==> config.mk <==
export PLATFORM = sky130hd
export DESIGN_NAME = mem_access_stage
export DESIGN_NICKNAME = d
export VERILOG_FILES = /design/src/rtl/mem_access_stage.sv
export SDC_FILE = /design/constraint.sdc
export NUM_CORES = 1
export LEC_CHECK = 0
export BUFFER_PORTS_ARGS = -buffer_cell sky130_fd_sc_hd__buf_2
export CORE_MARGIN = 2
export CORE_UTILIZATION = 51
export DETAILED_ROUTE_END_ITERATION = 8
export PLACE_DENSITY = 0.85
export SLEW_MARGIN = 5
export SYNTH_ARGS = -nofsm -noshare
export SYNTH_HDL_FRONTEND = slang
export SYNTH_SLANG_ARGS = --single-unit
==> constraint.sdc <==
create_clock -name clk_i -period 2 [get_ports clk_i]
set_input_delay 0.1 -clock clk_i [delete_from_list [all_inputs] [get_ports clk_i]]
set_output_delay 0.1 -clock clk_i [all_outputs]
set_load 0.01 [all_outputs]
==> src/rtl/mem_access_stage.sv <==
// rtl/mem_access_stage.sv - MEM pipeline stage: LW/SW over a req/ack data port, feeds MEM/WB
// Optional feature macro: MEM_TIMEOUT_EN (abort a BUSY access after TIMEOUT_CYCLES without ack)

module mem_access_stage #(
    parameter logic [31:0] BUBBLE_IR      = 32'h7000_0000,
    parameter int unsigned TIMEOUT_CYCLES = 16
) (
    input  logic        clk_i,
    input  logic        rst_i,
    input  logic        valid_i,
    input  logic [31:0] IR_i,
    input  logic [31:0] alu_i,
    input  logic [31:0] store_data_i,
    output logic        stall_o,
    output logic        mem_req_o,
    output logic        mem_we_o,
    output logic [31:0] mem_addr_o,
    output logic [31:0] mem_wdata_o,
    input  logic [31:0] mem_rdata_i,
    input  logic        mem_ack_i,
    output logic [31:0] IR_o,
    output logic [31:0] data1_o,
    output logic [31:0] data2_o,
    output logic        valid_o,
    output logic        mem_err_o
);

    localparam logic [3:0] OP_LW = 4'b0000;
    localparam logic [3:0] OP_SW = 4'b0001;

    typedef enum logic {
        S_IDLE,
        S_BUSY
    } state_t;

    state_t      r_state;
    state_t      w_state_nxt;
    logic [31:0] r_ir;
    logic [3:0]  w_op;
    logic        w_is_mem;
    logic        w_idle;
    logic        w_busy;
    logic        w_done;
    logic        w_timeout;
    logic        w_abort;

    assign w_op     = IR_i[31:28];
    assign w_is_mem = valid_i & ((w_op == OP_LW) | (w_op == OP_SW));
    assign w_idle   = (r_state == S_IDLE);
    assign w_busy   = (r_state == S_BUSY);
    assign w_done   = w_busy & mem_ack_i;
    // An ack arriving in the timeout cycle takes priority over the abort.
    assign w_abort  = w_busy & ~mem_ack_i & w_timeout;

    assign stall_o  = (w_idle & w_is_mem) | (w_busy & ~mem_ack_i);

`ifdef MEM_TIMEOUT_EN
    localparam logic [7:0] TO_LAST = 8'(TIMEOUT_CYCLES - 1);

    logic [7:0] r_cnt;
    logic       r_err;

    assign w_timeout = (r_cnt == TO_LAST);
    assign mem_err_o = r_err;

    // Count BUSY cycles without ack; latch a sticky error when an access is aborted.
    always_ff @(posedge clk_i) begin
        if (rst_i) begin
            r_cnt <= 8'd0;
            r_err <= 1'b0;
        end else begin
            if (w_idle & w_is_mem) begin
                r_cnt <= 8'd0;
            end else if (w_busy & ~mem_ack_i) begin
                r_cnt <= r_cnt + 8'd1;
            end
            if (w_abort) begin
                r_err <= 1'b1;
            end
        end
    end
`else
    // Without the watchdog a BUSY access waits for its ack forever.
    if (TIMEOUT_CYCLES == 0) begin : g_timeout_unused
    end
    assign w_timeout = 1'b0;
    assign mem_err_o = 1'b0;
`endif

    // State register.
    always_ff @(posedge clk_i) begin
        if (rst_i) begin
            r_state <= S_IDLE;
        end else begin
            r_state <= w_state_nxt;
        end
    end

    // Next state: enter BUSY on a memory op, leave on ack or abort.
    always_comb begin
        w_state_nxt = r_state;
        case (r_state)
            S_IDLE:  if (w_is_mem) w_state_nxt = S_BUSY;
            S_BUSY:  if (w_done | w_abort) w_state_nxt = S_IDLE;
            default: w_state_nxt = S_IDLE;
        endcase
    end

    // Memory port: capture the access on accept, hold it while BUSY, drop the request on completion.
    always_ff @(posedge clk_i) begin
        if (rst_i) begin
            mem_req_o   <= 1'b0;
            mem_we_o    <= 1'b0;
            mem_addr_o  <= 32'd0;
            mem_wdata_o <= 32'd0;
            r_ir        <= BUBBLE_IR;
        end else if (w_idle & w_is_mem) begin
            mem_req_o   <= 1'b1;
            mem_we_o    <= (w_op == OP_SW);
            mem_addr_o  <= alu_i;
            mem_wdata_o <= store_data_i;
            r_ir        <= IR_i;
        end else if (w_done | w_abort) begin
            mem_req_o   <= 1'b0;
            mem_we_o    <= 1'b0;
        end
    end

    // Output register: every cycle carries either a completed instruction or a bubble.
    always_ff @(posedge clk_i) begin
        if (rst_i) begin
            IR_o    <= BUBBLE_IR;
            data1_o <= 32'd0;
            data2_o <= 32'd0;
            valid_o <= 1'b0;
        end else if (w_idle & valid_i & ~w_is_mem) begin
            IR_o    <= IR_i;
            data1_o <= 32'd0;
            data2_o <= alu_i;
            valid_o <= 1'b1;
        end else if (w_done) begin
            IR_o    <= r_ir;
            data1_o <= mem_we_o ? 32'd0 : mem_rdata_i;
            data2_o <= mem_addr_o;
            valid_o <= 1'b1;
        end else begin
            IR_o    <= BUBBLE_IR;
            data1_o <= 32'd0;
            data2_o <= 32'd0;
            valid_o <= 1'b0;
        end
    end

endmodule

# ---- Word level (Yosys, flattened, before mapping)
# Cells that the tools add are included.
dict set report totals {
  regBits 196
  in_bits 132
  out_inout_bits 165
}
dict set report op_classes {
  eq_ne 1
  n_mux 12
  bitwise_logic 12
  reduce_logical 3
}
# op n
set op_table {}
lappend op_table {{$mux W32} 4}
lappend op_table {{$mux W1} 7}
lappend op_table {{$and A1 B1 Y1} 6}
lappend op_table {{$eq A4 B1 Y1 const B} 1}
lappend op_table {{$logic_not A4 Y1} 1}
lappend op_table {{$not A1 Y1} 4}
lappend op_table {{$reduce_or A4 Y1} 1}
lappend op_table {{$or A1 B1 Y1} 2}
lappend op_table {{$pmux W1 S2} 1}
lappend op_table {{$reduce_bool A2 Y1} 1}

# ---- Logic depth before layout (Yosys ltp)
dict set report depth {
  ltp_word 6
  depth_mapped 5
  ltp_nobuf 3
}

# ---- Least setup slack after synthesis
# No wires, ideal clock.
dict set report synth_timing {
  path_kind {register -> register}
  start {reg r_state}
  end {reg mem_wdata_o[22]}
  t_arrival_ns 1.162
  required_time_ns 1.930
  slack_ns 0.768
  stages_incl_launch_ff 6
  synth_period_minus_slack_ns 1.232
  path_cell_list {dfxtp_1 -> nor2b_1 -> buf_2 -> clkbuf_1 -> nand3_1 -> a21oi_1}
}
dict set report synth_via {
  elab_chain_cells 2
}
# item line
set synth_lines {}
lappend synth_lines {{start: declaration} 36} ;# state_t r_state;
lappend synth_lines {{start signal: assignment} 95} ;# r_state <= w_state_nxt;
lappend synth_lines {{$not A1 Y1} 49} ;# assign w_idle = (r_state == S_IDLE);
lappend synth_lines {{$and A1 B1 Y1} 117} ;# end else if (w_idle & w_is_mem) begin
lappend synth_lines {{end signal: assignment} 121} ;# mem_wdata_o <= store_data_i;
lappend synth_lines {{end: declaration} 18} ;# output logic [31:0] mem_wdata_o,
# No other way between the ends.
# A chain may end at the register's enable or synchronous reset.

# ---- Final worst setup path
dict set report layout_timing {
  start {in IR_i[29]}
  end {out stall_o}
}
dict set report layout_via {
  elab_chain_cells 5
  elab_cells_between_ends 6
  classes_between {eq/ne (1); bitwise (4); reduce/logical (1)}
}
# item line
set layout_lines {}
lappend layout_lines {{start: declaration} 11} ;# input logic [31:0] IR_i,
lappend layout_lines {{$eq A4 B1 Y1 or $logic_not A4 Y1 (tied branches)} 48} ;# assign w_is_mem = valid_i & ((w_op == OP_LW) | (w_op == OP_SW));
lappend layout_lines {{$or A1 B1 Y1 (*)} 48}
lappend layout_lines {{$and A1 B1 Y1 (*)} 48}
lappend layout_lines {{$and A1 B1 Y1 (*)} 55} ;# assign stall_o = (w_idle & w_is_mem) | (w_busy & ~mem_ack_i);
lappend layout_lines {{$or A1 B1 Y1 (*)} 55}
lappend layout_lines {{end: declaration} 14} ;# output logic stall_o,
# Every way passes the cells marked *; elsewhere a longest branch is shown, timed or not.

==> results.py <==
metrics = {
    "timing": {
        "setup_viol": 0,
        "max_slew_margin_pct": 63.37,
        "final.setup_skew_ns": 0.01393,
        "period_share_pct": 90.97,
        "finalHoldViolations": 0,
        "finalMaxSlewViolations": 0,
        "setup_tns_ns": 0,
        "fmax_mhz": 549.7,
        "min_period_ns": 1.819,
        "holdWs_ns": 0.01552,
        "worstMarginPinSlew_ns": 0.5494,
        "rsz0062_at_grt": "false",
    },
    "power": {
        "pwr-share-clk_pct": 42.7,
        "power.switching_mw": 1.939,
        "leakage_nw": 4.605,
        "share_comb_of_total_power_pct": 10.1,
        "internal_power_mw": 6.615,
        "switching_share_pct": 22.66,
        "seqPwrFrac_pct": 47.2,
        "vdd_drop_max_mv": 0.4800,
        "power.density_nw_per_um2": 827.1,
    },
    "critical_path": {
        "setup.worst_path.start_class": "input port",
        "path_buf_inv": 4,
        "path_delay_family": "buffers and inverters",
        "critPathMaxFanout": 18,
        "slowest_stage": "dlygate4sd3_1",
        "worstSetupEndpointType": "output port",
        "critPathMaxStageDelay_ns": 0.55,
        "cp_cell_sequence": "dlygate4sd3_1 -> buf_2 -> nor3_4 -> buf_4 -> nand2_1 -> nand2_1 -> buf_2",
        "cp.required_ns": 1.90,
        "worst-setup-path-type": "in -> out",
        "worst_ep_arrival_time_ns": 1.72,
    },
    "yosys": {
        "syn-cell-area_sq_um": 6818,
        "netlist-cell-type-count": 27,
        "syn_nets": 789,
        "avgSynthCellArea_sq_um": 10.38,
        "seq_area_frac_synth_pct": 57.55,
        "ys_warn_count": 0,
        "ys_ff_latch": 196,
        "postSynthCellCount": 657,
    },
    "route": {
        "drtIter0Drc": 504,
        "viasPerCell": 5.372,
        "avgRoutedWirePerCell_um": 17.90,
        "first_pass_iters": 5,
        "final_antenna_net_count": 0,
        "num_vias": 6704,
        "route.detailed.drc": 0,
        "wl_um": 22350,
    },
    "grt": {
        "grt_pass1_wl_um": 34780,
        "grt_use_total_pct": 30.93,
        "overflow": 0,
        "antenna_found_initial": 0,
        "grt_pass1_vias": 6973,
        "grt_max_degree": 73,
    },
    "cts": {
        "path_clk_slew_ns": 0.06,
        "numCtsBuffers": 17,
        "cts-root-buf": "clkbuf_16",
        "h-tree-depth": 4,
        "cts_tree": "built",
        "cts_setup_buffers": 0,
        "clock_path_buffers": 2,
        "worstSkewPairLatency_ns": 0.43,
        "clock_sinks": 196,
    },
    "floorplanning": {
        "initial_core_util_pct": 51.90,
        "die_area_sq_um": 14310,
        "ios": 297,
        "placement_rows": 42,
        "die_w_um": 119.6,
        "coreArea_sq_um": 13140,
        "die_height_um": 119.6,
    },
    "finish": {
        "nets": 1192,
        "fillers": 745,
        "area.growth.synth_to_final_pct": 51.70,
        "final_layout_size_suffix_gt1_share_pct": 32.65,
        "regArea_sq_um": 3924,
        "multi_input_area_sq_um": 2645,
        "diodes": 0,
    },
    "place": {
        "place.gp.congestion": 0.8324,
        "port_buffers": 295,
        "place.detailed.hpwl_um": 11700,
    },
    "worst_hold_path": {
        "hold_path_class": "in -> reg",
    },
    "run_status": {
        "status": "complete, no violations",
    },
    "flow_run": {
        "maxCapViolCount": 0,
    },
}
[layer usage]
layer  track usage, %  part of all wire, %  vias up
li1                 -                    -     3064
met1            32.31                   37     3151
met2            55.04                   50      375
met3            8.175                  6.7      114
met4            19.41                  5.9        0
met5                0                    0        -
[cells by family after synthesis]
kind of cell | count (synthesis) | share of synthesized area [%]
buffers and inverters | 56 | 4.001
AO/OA/AOI/OAI | 138 | 11.38
other | 1 | 0.05500
flip-flops | 196 | 57.55
AND/OR/NAND/NOR | 206 | 18.21
multiplexers | 60 | 8.809
[Yosys cell counts (all sizes together)]
master	instances	area [sq um]
mux2i	60	600.6
a32oi	1	8.760
nand3	32	160.2
nand4b	1	8.760
conb	1	3.750
clkbuf	36	135.1
a31oi	1	6.260
nand3b	1	7.510
and2	32	200.2
o22ai	60	375.4
a21o	2	15.01
nor2b	1	6.260
nand2	6	22.52
nor3b	1	7.510
buf	20	137.6
o21ai	36	180.2
nor2	6	38.79
dfxtp	196	3924
nand2b	122	763.2
a21oi	38	190.2
nor3	3	20.02
or3	1	6.260
[worst min-delay path, delay by kind of cell]
family	cells	cell delay (ns)
simple gates	1	0.13
buf+inv	1	0.11
compound gates	1	0.07
[path summary, 6_finish.rpt]
check / from / endpoint / slack (ns) / cells after the start
setup / recovery: IR_i[29] / stall_o / 0.18 / 7
hold / removal: mem_ack_i / r_state$_SDFF_PP0_ / 0.02 / 3
hold reg to reg: mem_req_o$_SDFFE_PP0P_ / mem_req_o$_SDFFE_PP0P_ / 0.47 / 2
setup reg to reg: r_state$_SDFF_PP0_ / mem_addr_o[24]$_SDFFE_PP0P_ / 0.48 / 4
[sequential cells by signal (all words and copies together), names as in the netlist]
name,count
data2_o,32
data1_o,32
r_state,1
mem_wdata_o,32
valid_o,1
r_ir,32
mem_req_o,1
mem_addr_o,32
IR_o,32
mem_we_o,1
[cell type report]
class / instances / area share, %
Sequential cell: 196 / 37.94
Timing Repair Buffer: 440 / 28.26
Multi-Input combinational cell: 405 / 25.57
Clock buffer: 19 / 4.379
Tap cell: 176 / 2.129
Clock inverter: 12 / 1.718
[metrics by stage]
| stage | instances | setup WS [ns] | instance area [sq um] | utilization (%) | power, mW |
|---|---|---|---|---|---|
| global placement | 1090 | 0.4432 | 8436 | 64.21 | 4.741 |
| CTS | 1248 | 0.05968 | 10340 | 78.69 | 8.495 |
| floorplan | 657 | 0.7676 | 6818 | - | 4.455 |
| detailed placement | 1090 | 0.3942 | 8436 | 64.21 | 4.749 |
| finish | 1248 | 0.1807 | 10340 | 78.72 | 8.554 |
| global route | 1248 | 0.1119 | 10340 | 78.72 | 8.804 |
[power by group through the flow]
stage	Combinational (mW)	Sequential [mW]	Clock, mW
floorplan	0.288	4.17	0
global placement	0.620	4.12	0
detailed placement	0.626	4.12	0
CTS	0.824	4.04	3.63
global route	0.917	4.05	3.84
finish	0.864	4.04	3.65
[layout by cell type (no fill, tap or decap)]
| cell type | synthesis | layout |
|---|---|---|
| a21o_1 | 2 | 2 |
| nor3_1 | 2 | 1 |
| nor3_2 | 1 | 1 |
| buf_12 | 0 | 3 |
| conb_1 | 1 | 1 |
| nand4b_1 | 1 | 1 |
| nand3b_1 | 1 | 1 |
| nor3b_1 | 1 | 1 |
| buf_4 | 1 | 16 |
| clkbuf_16 | 0 | 17 |
| and2_1 | 32 | 32 |
| nand2_1 | 6 | 4 |
| clkinv_2 | 0 | 3 |
| nand2b_1 | 122 | 122 |
| nor3_4 | 0 | 1 |
| nor2b_4 | 0 | 1 |
| nor2_1 | 5 | 5 |
| clkbuf_8 | 0 | 2 |
| a21oi_1 | 38 | 38 |
| a32oi_1 | 1 | 1 |
| clkinv_4 | 0 | 3 |
| nand2_2 | 0 | 2 |
| dfxtp_1 | 196 | 196 |
| mux2i_1 | 60 | 60 |
| o21ai_0 | 36 | 36 |
| inv_6 | 0 | 1 |
| dlygate4sd3_1 | 0 | 127 |
| or3_1 | 1 | 1 |
| clkinvlp_4 | 0 | 1 |
| nand3_1 | 32 | 32 |
| a31oi_1 | 1 | 1 |
| o22ai_1 | 60 | 60 |
| bufinv_16 | 0 | 4 |
| nor2_8 | 1 | 1 |
| buf_2 | 11 | 294 |
[repair_timing]
item                       in CTS  in global routing
setup endpoints to repair       0                  1
hold endpoints to repair      182                  0
resized for setup               0                  1
hold buffers                  127                  0
Note: power is estimated with default switching activity, not from simulation.
